**config.mk**
```make
export PLATFORM = sky130hd
export DESIGN_NAME = multicycle_ctrl
export DESIGN_NICKNAME = d
export VERILOG_FILES = /design/src/rtl/multicycle_ctrl.sv
export SDC_FILE = /design/constraint.sdc
export NUM_CORES = 1
export LEC_CHECK = 0
export CORE_ASPECT_RATIO = 0.9
export CORE_MARGIN = 2
export CORE_UTILIZATION = 51
export DETAILED_ROUTE_END_ITERATION = 12
export GPL_TIMING_DRIVEN = 1
export HOLD_SLACK_MARGIN = 0.1
export PLACE_DENSITY = 0.9
export SYNTH_ARGS = -nofsm -noshare
export SYNTH_HDL_FRONTEND = slang
export SYNTH_SLANG_ARGS = --single-unit
```
**constraint.sdc**
```tcl
create_clock -name clk -period 7.6 [get_ports clk]
set_input_delay 1.52 -clock clk [delete_from_list [all_inputs] [get_ports clk]]
set_output_delay 1.52 -clock clk [all_outputs]
set_load 0.01 [all_outputs]
```
**src/rtl/multicycle_ctrl.sv**
```systemverilog
// Multi-cycle sequencer for the MIPS datapath: walks each instruction through
// IF/ID/EX/MEM/WB and raises the architectural write strobes only in the proper cycle.
module multicycle_ctrl #(
  parameter int CNT_W    = 32,
  parameter int MAX_WAIT = 15
) (
  input  logic             clk,
  input  logic             rst,
  input  logic [5:0]       op,
  input  logic [5:0]       funct,
  input  logic             mem_ready,
  output logic [2:0]       state,
  output logic             ir_wr,
  output logic             pc_wr,
  output logic             reg_wr,
  output logic             mem_rd,
  output logic             mem_wr,
  output logic [CNT_W-1:0] retired,
  output logic             illegal,
  output logic             timeout
);

  typedef enum logic [2:0] {
    ST_IF   = 3'd0,
    ST_ID   = 3'd1,
    ST_EX   = 3'd2,
    ST_MEM  = 3'd3,
    ST_WB   = 3'd4,
    ST_HALT = 3'd5
  } state_t;

  typedef enum logic [2:0] {
    CL_NOP   = 3'd0,
    CL_ALU   = 3'd1,
    CL_LOAD  = 3'd2,
    CL_STORE = 3'd3,
    CL_BR    = 3'd4,
    CL_JAL   = 3'd5,
    CL_SYS   = 3'd6,
    CL_ILL   = 3'd7
  } cls_t;

  localparam logic [7:0] WAIT_LIM    = 8'(MAX_WAIT);
  localparam logic [7:0] WAIT_LIM_M1 = 8'(MAX_WAIT - 1);
  localparam logic [CNT_W-1:0] CNT_ONE = {{(CNT_W-1){1'b0}}, 1'b1};

  state_t     cur_state;
  state_t     nxt_state;
  cls_t       cls_q;
  cls_t       dec_cls;
  logic [7:0] wait_cnt;

  logic ir_c;
  logic pc_c;
  logic rg_c;
  logic mr_c;
  logic mw_c;
  logic timeout_hit;

  always_comb begin
    dec_cls = CL_ILL;
    case (op)
      6'h00: begin
        if (funct == 6'h08)      dec_cls = CL_BR;
        else if (funct == 6'h0C) dec_cls = CL_SYS;
        else                     dec_cls = CL_ALU;
      end
      6'h08, 6'h09, 6'h0A, 6'h0C, 6'h0D, 6'h0E, 6'h0F: dec_cls = CL_ALU;
      6'h23:                      dec_cls = CL_LOAD;
      6'h2B:                      dec_cls = CL_STORE;
      6'h02, 6'h04, 6'h05:        dec_cls = CL_BR;
      6'h03:                      dec_cls = CL_JAL;
      default:                    dec_cls = CL_ILL;
    endcase
  end

  // An illegal opcode retires in ID itself, so ID looks at the live decode
  // rather than the class register, which only captures it on the ID edge.
  always_comb begin
    nxt_state   = cur_state;
    ir_c        = 1'b0;
    pc_c        = 1'b0;
    rg_c        = 1'b0;
    mr_c        = 1'b0;
    mw_c        = 1'b0;
    timeout_hit = 1'b0;
    case (cur_state)
      ST_IF: begin
        ir_c      = 1'b1;
        nxt_state = ST_ID;
      end
      ST_ID: begin
        case (dec_cls)
          CL_SYS:  nxt_state = ST_HALT;
          CL_ILL: begin
            pc_c      = 1'b1;
            nxt_state = ST_IF;
          end
          default: nxt_state = ST_EX;
        endcase
      end
      ST_EX: begin
        case (cls_q)
          CL_LOAD, CL_STORE: nxt_state = ST_MEM;
          CL_ALU, CL_JAL:    nxt_state = ST_WB;
          default: begin
            pc_c      = 1'b1;
            nxt_state = ST_IF;
          end
        endcase
      end
      ST_MEM: begin
        if (wait_cnt == WAIT_LIM) begin
          pc_c      = 1'b1;
          nxt_state = ST_IF;
        end else begin
          mr_c = (cls_q == CL_LOAD);
          mw_c = (cls_q != CL_LOAD);
          if (mem_ready) begin
            if (cls_q == CL_LOAD) begin
              nxt_state = ST_WB;
            end else begin
              pc_c      = 1'b1;
              nxt_state = ST_IF;
            end
          end else begin
            timeout_hit = (wait_cnt == WAIT_LIM_M1);
          end
        end
      end
      ST_WB: begin
        rg_c      = 1'b1;
        pc_c      = 1'b1;
        nxt_state = ST_IF;
      end
      ST_HALT: nxt_state = ST_HALT;
      default: nxt_state = ST_IF;
    endcase
  end

  // Strobes are forced low while reset is held so the datapath sees no write.
  assign state  = cur_state;
  assign ir_wr  = ir_c & ~rst;
  assign pc_wr  = pc_c & ~rst;
  assign reg_wr = rg_c & ~rst;
  assign mem_rd = mr_c & ~rst;
  assign mem_wr = mw_c & ~rst;

  always_ff @(posedge clk or posedge rst) begin
    if (rst) begin
      cur_state <= ST_IF;
      cls_q     <= CL_NOP;
    end else begin
      cur_state <= nxt_state;
      if (cur_state == ST_ID) cls_q <= dec_cls;
    end
  end

  // The wait counter only survives while the FSM stays in MEM, which can only
  // happen on a not-ready cycle below the limit.
  always_ff @(posedge clk or posedge rst) begin
    if (rst) begin
      wait_cnt <= 8'd0;
    end else if (cur_state == ST_MEM && nxt_state == ST_MEM) begin
      wait_cnt <= wait_cnt + 8'd1;
    end else begin
      wait_cnt <= 8'd0;
    end
  end

  always_ff @(posedge clk or posedge rst) begin
    if (rst) begin
      retired <= '0;
      illegal <= 1'b0;
      timeout <= 1'b0;
    end else begin
      if (pc_c) retired <= retired + CNT_ONE;
      if (cur_state == ST_ID && dec_cls == CL_ILL) illegal <= 1'b1;
      if (timeout_hit) timeout <= 1'b1;
    end
  end

endmodule

```
==> results.json <==
{
  "status": "finished clean",
  "reg2reg_setup_slack_ns": 5.11,
  "start_util": 0.5327,
  "n_antenna_cell": 0,
  "postCtsSetupBuffers": 0,
  "yosys_warnings": 0,
  "hp-class": "reg -> reg",
  "period_needed_ns": 6.058,
  "cts.sinks": 48,
  "die_w_um": 79.37,
  "top_layer": "met4",
  "io_pins": 57,
  "wirelength_um": 5934,
  "ys_types": 48,
  "placed_area_um2": 3218,
  "crit_start": "op[2]",
  "drtAntennaViolNets": 0,
  "coreArea_um2": 4895,
  "synth_area_um2": 2608,
  "vias": 2200,
  "wl_met3_um": 264,
  "cts_made_buffers": 5,
  "grt_pass1_wl_um": 10100,
  "rows": 24,
  "path_cells": "clkdlybuf4s50_1 > nor2b_1 > a222oi_1 > a2111oi_0 > o31a_1 > buf_4 > nor2_1 > clkdlybuf4s50_1",
  "grt_pass1_vias": 2176,
  "path_class": "in -> out",
  "required_ns": 6.08,
  "finalPower_uw": 868.7,
  "setup-violations-final": 0,
  "clock_path_buffers": 2,
  "via_per_inst": 5.714,
  "holdCritStartpoint": "retired[31]",
  "path_max_fanout": 33,
  "synth_nets": 283,
  "cpMostUsedCell": "clkdlybuf4s50_1",
  "ir_worst_vdd_v": 0.0001957,
  "p_leak_uw": 0.001280,
  "design_area_um2": 3296,
  "drive_gt1_frac": 0.05313,
  "die_h_um": 71.84,
  "synthCells": 265,
  "grt_max_degree": 49,
  "dp.final_hpwl_um": 4290,
  "wl_met1_um": 2596,
  "cts_resized": 0,
  "slowest_delay_ns": 0.82,
  "die_area_um2": 5702,
  "ys_ff_latch": 48,
  "drtIter0Drc": 133,
  "rr_startpoint": "wait_cnt[5]",
  "synth_area_per_cell_um2": 9.840,
  "ctsHoldBuffers": 0,
  "h-tree-depth": 2,
  "globalplace.congestion": 0.9181,
  "crit_arrival_ns": 4.54,
  "grt_overflow": 0,
  "grtUsageTotal": 0.2233,
  "post-route-period-util": 0.7971,
  "worst_pin_slew_ns": 0.9629,
  "drc": 0,
  "slew_headroom": 0.3415,
  "cts-root-buf": "clkbuf_8",
  "powerDensity_nw_per_um2": 263.6,
  "insertion_delay_ns": 0.29,
  "wl_met2_um": 3031,
  "end_kind": "primary output",
  "finalClockSkew_ns": 0.005091,
  "start_kind": "input port",
  "syn2layout_area_growth_pct": 26.39,
  "grt_setup_unrepaired": "false",
  "cpMaxStageDelayCell": "a2111oi_0",
  "antenna_found_initial": 0,
  "finalHoldViolations": 0,
  "maxCapViolCount": 0,
  "cts_tree": "built",
  "ys_seq_area_frac": 0.4607,
  "cts.clk_slew.worst_paths_ns": 0.08,
  "drv_slew": 0,
  "port_buffers": 56,
  "wl_per_cell_um": 15.41,
  "drtPass1Iterations": 5,
  "setup_tns_ns": 0,
  "clock.fmax_ghz": 0.1651,
  "num-nets-final": 338
}
-- path summary, 6_finish.rpt --
| check | endpoint | cells after the start |
|---|---|---|
| min in group asynchronous | retired[28] | 2 |
| worst max register to register | retired[24] | 7 |
| max in group asynchronous | retired[15] | 2 |
| worst max-delay path | pc_wr | 8 |
| worst min register to register | retired[31] | 1 |
| worst min-delay path | retired[31] | 1 |
-- layout by cell type, fill, tap and decap left out, drive strengths merged, types with 2 or more instances in the layout --
master	instances
nor3	21
nand2b	6
or2	3
a31oi	2
inv	8
xnor2	5
ha	3
and2	3
a211oi	3
a22oi	2
clkdlybuf4s50	56
nand2	20
nor4b	4
nor2	19
a21o	2
nand4	9
and3	6
a21oi	2
o21ai	6
xor2	32
dfrtp	48
clkbuf	6
nand3	13
o31ai	2
nor3b	3
and4	2
nor4	9
nor2b	7
-- Yosys cell counts (all sizes together) --
cell	number	area (µm²)
o21ai	6	30.02
buf	6	27.53
a31oi	2	12.51
o31ai	2	15.01
nand4	9	56.30
clkbuf	3	11.26
nand2b	6	37.54
or4	1	11.26
a21oi	2	10.01
o41ai	1	16.27
or2	3	18.77
nor4b	4	41.29
o22a	1	8.760
and3	6	37.54
o31a	1	8.760
mux2	1	11.26
and4	2	17.52
a222oi	1	10.01
xor2	32	280.3
inv	8	30.03
nor3	21	105.1
xnor2	5	43.79
and2	3	18.77
o21bai	1	7.510
a41o	1	10.01
ha	3	37.54
or4b	1	13.76
or3	1	6.260
a22oi	2	15.01
o221ai	1	8.760
a21o	2	15.01
a211oi	3	22.52
nand2	20	75.07
a221oi	1	8.760
mux2i	1	10.01
nor2b	7	43.79
or3b	1	8.760
a2111oi	1	8.760
nand3	13	65.06
nor4	9	87.58
o32ai	1	8.760
dfrtp	48	1201
nor2	19	71.32
nor3b	3	22.52
-- power breakdown --
group / switching, µW / internal (µW) / total [µW]
registers: 64.1 / 301 / 365
logic: 200 / 162 / 362
clock network: 78.7 / 62.7 / 141
total: 343 / 526 / 869
-- registers in the layout, indices dropped and copies added (netlist names) --
register	cells
illegal	1
state	3
wait_cnt	8
cls_q	3
timeout	1
retired	32
-- through the flow --
step / hold slack (ns) / setup slack, ns / util / cells
after floorplan: 0.4635 / 2.870 / - / 265
after global placement: 0.4568 / 1.766 / 0.6575 / 378
after detailed placement: 0.4597 / 1.616 / 0.6575 / 378
after CTS: 0.4799 / 1.602 / 0.6733 / 385
after global routing: 0.5009 / 1.270 / 0.6733 / 385
final: 0.4768 / 1.542 / 0.6733 / 385
-- worst max-delay path, delay by kind of cell --
kind            cells  cell delay (ns)
compound gates      3             1.21
simple gates        2             0.41
buf+inv             3             1.38
-- final cells by class --
type	count	area, µm²
Tap cell	65	81.33
Inverter	8	30.03
Multi-Input combinational cell	200	1338
Clock buffer	6	72.57
Timing Repair Buffer	57	568.0
Fill cell	377	1599
Clock inverter	1	5.005
Sequential cell	48	1201
-- metal layers --
layer / vias to the layer above / GRT usage
li1: 1059 / -
met2: 66 / 0.3635
met3: 5 / 0.04030
met1: 1070 / 0.2949
met4: 0 / 0.09770
met5: - / 0
-- cells by family after synthesis --
group           Yosys count  share of synthesized area
xor+xnor                 37                     0.1243
compound gates           29                    0.08301
flops                    48                     0.4607
fa+ha+maj                 3                    0.01440
buf+inv                  17                    0.02639
simple gates            129                     0.2831
mux                       2                   0.008157
Note: power is estimated with default switching activity, not from simulation.
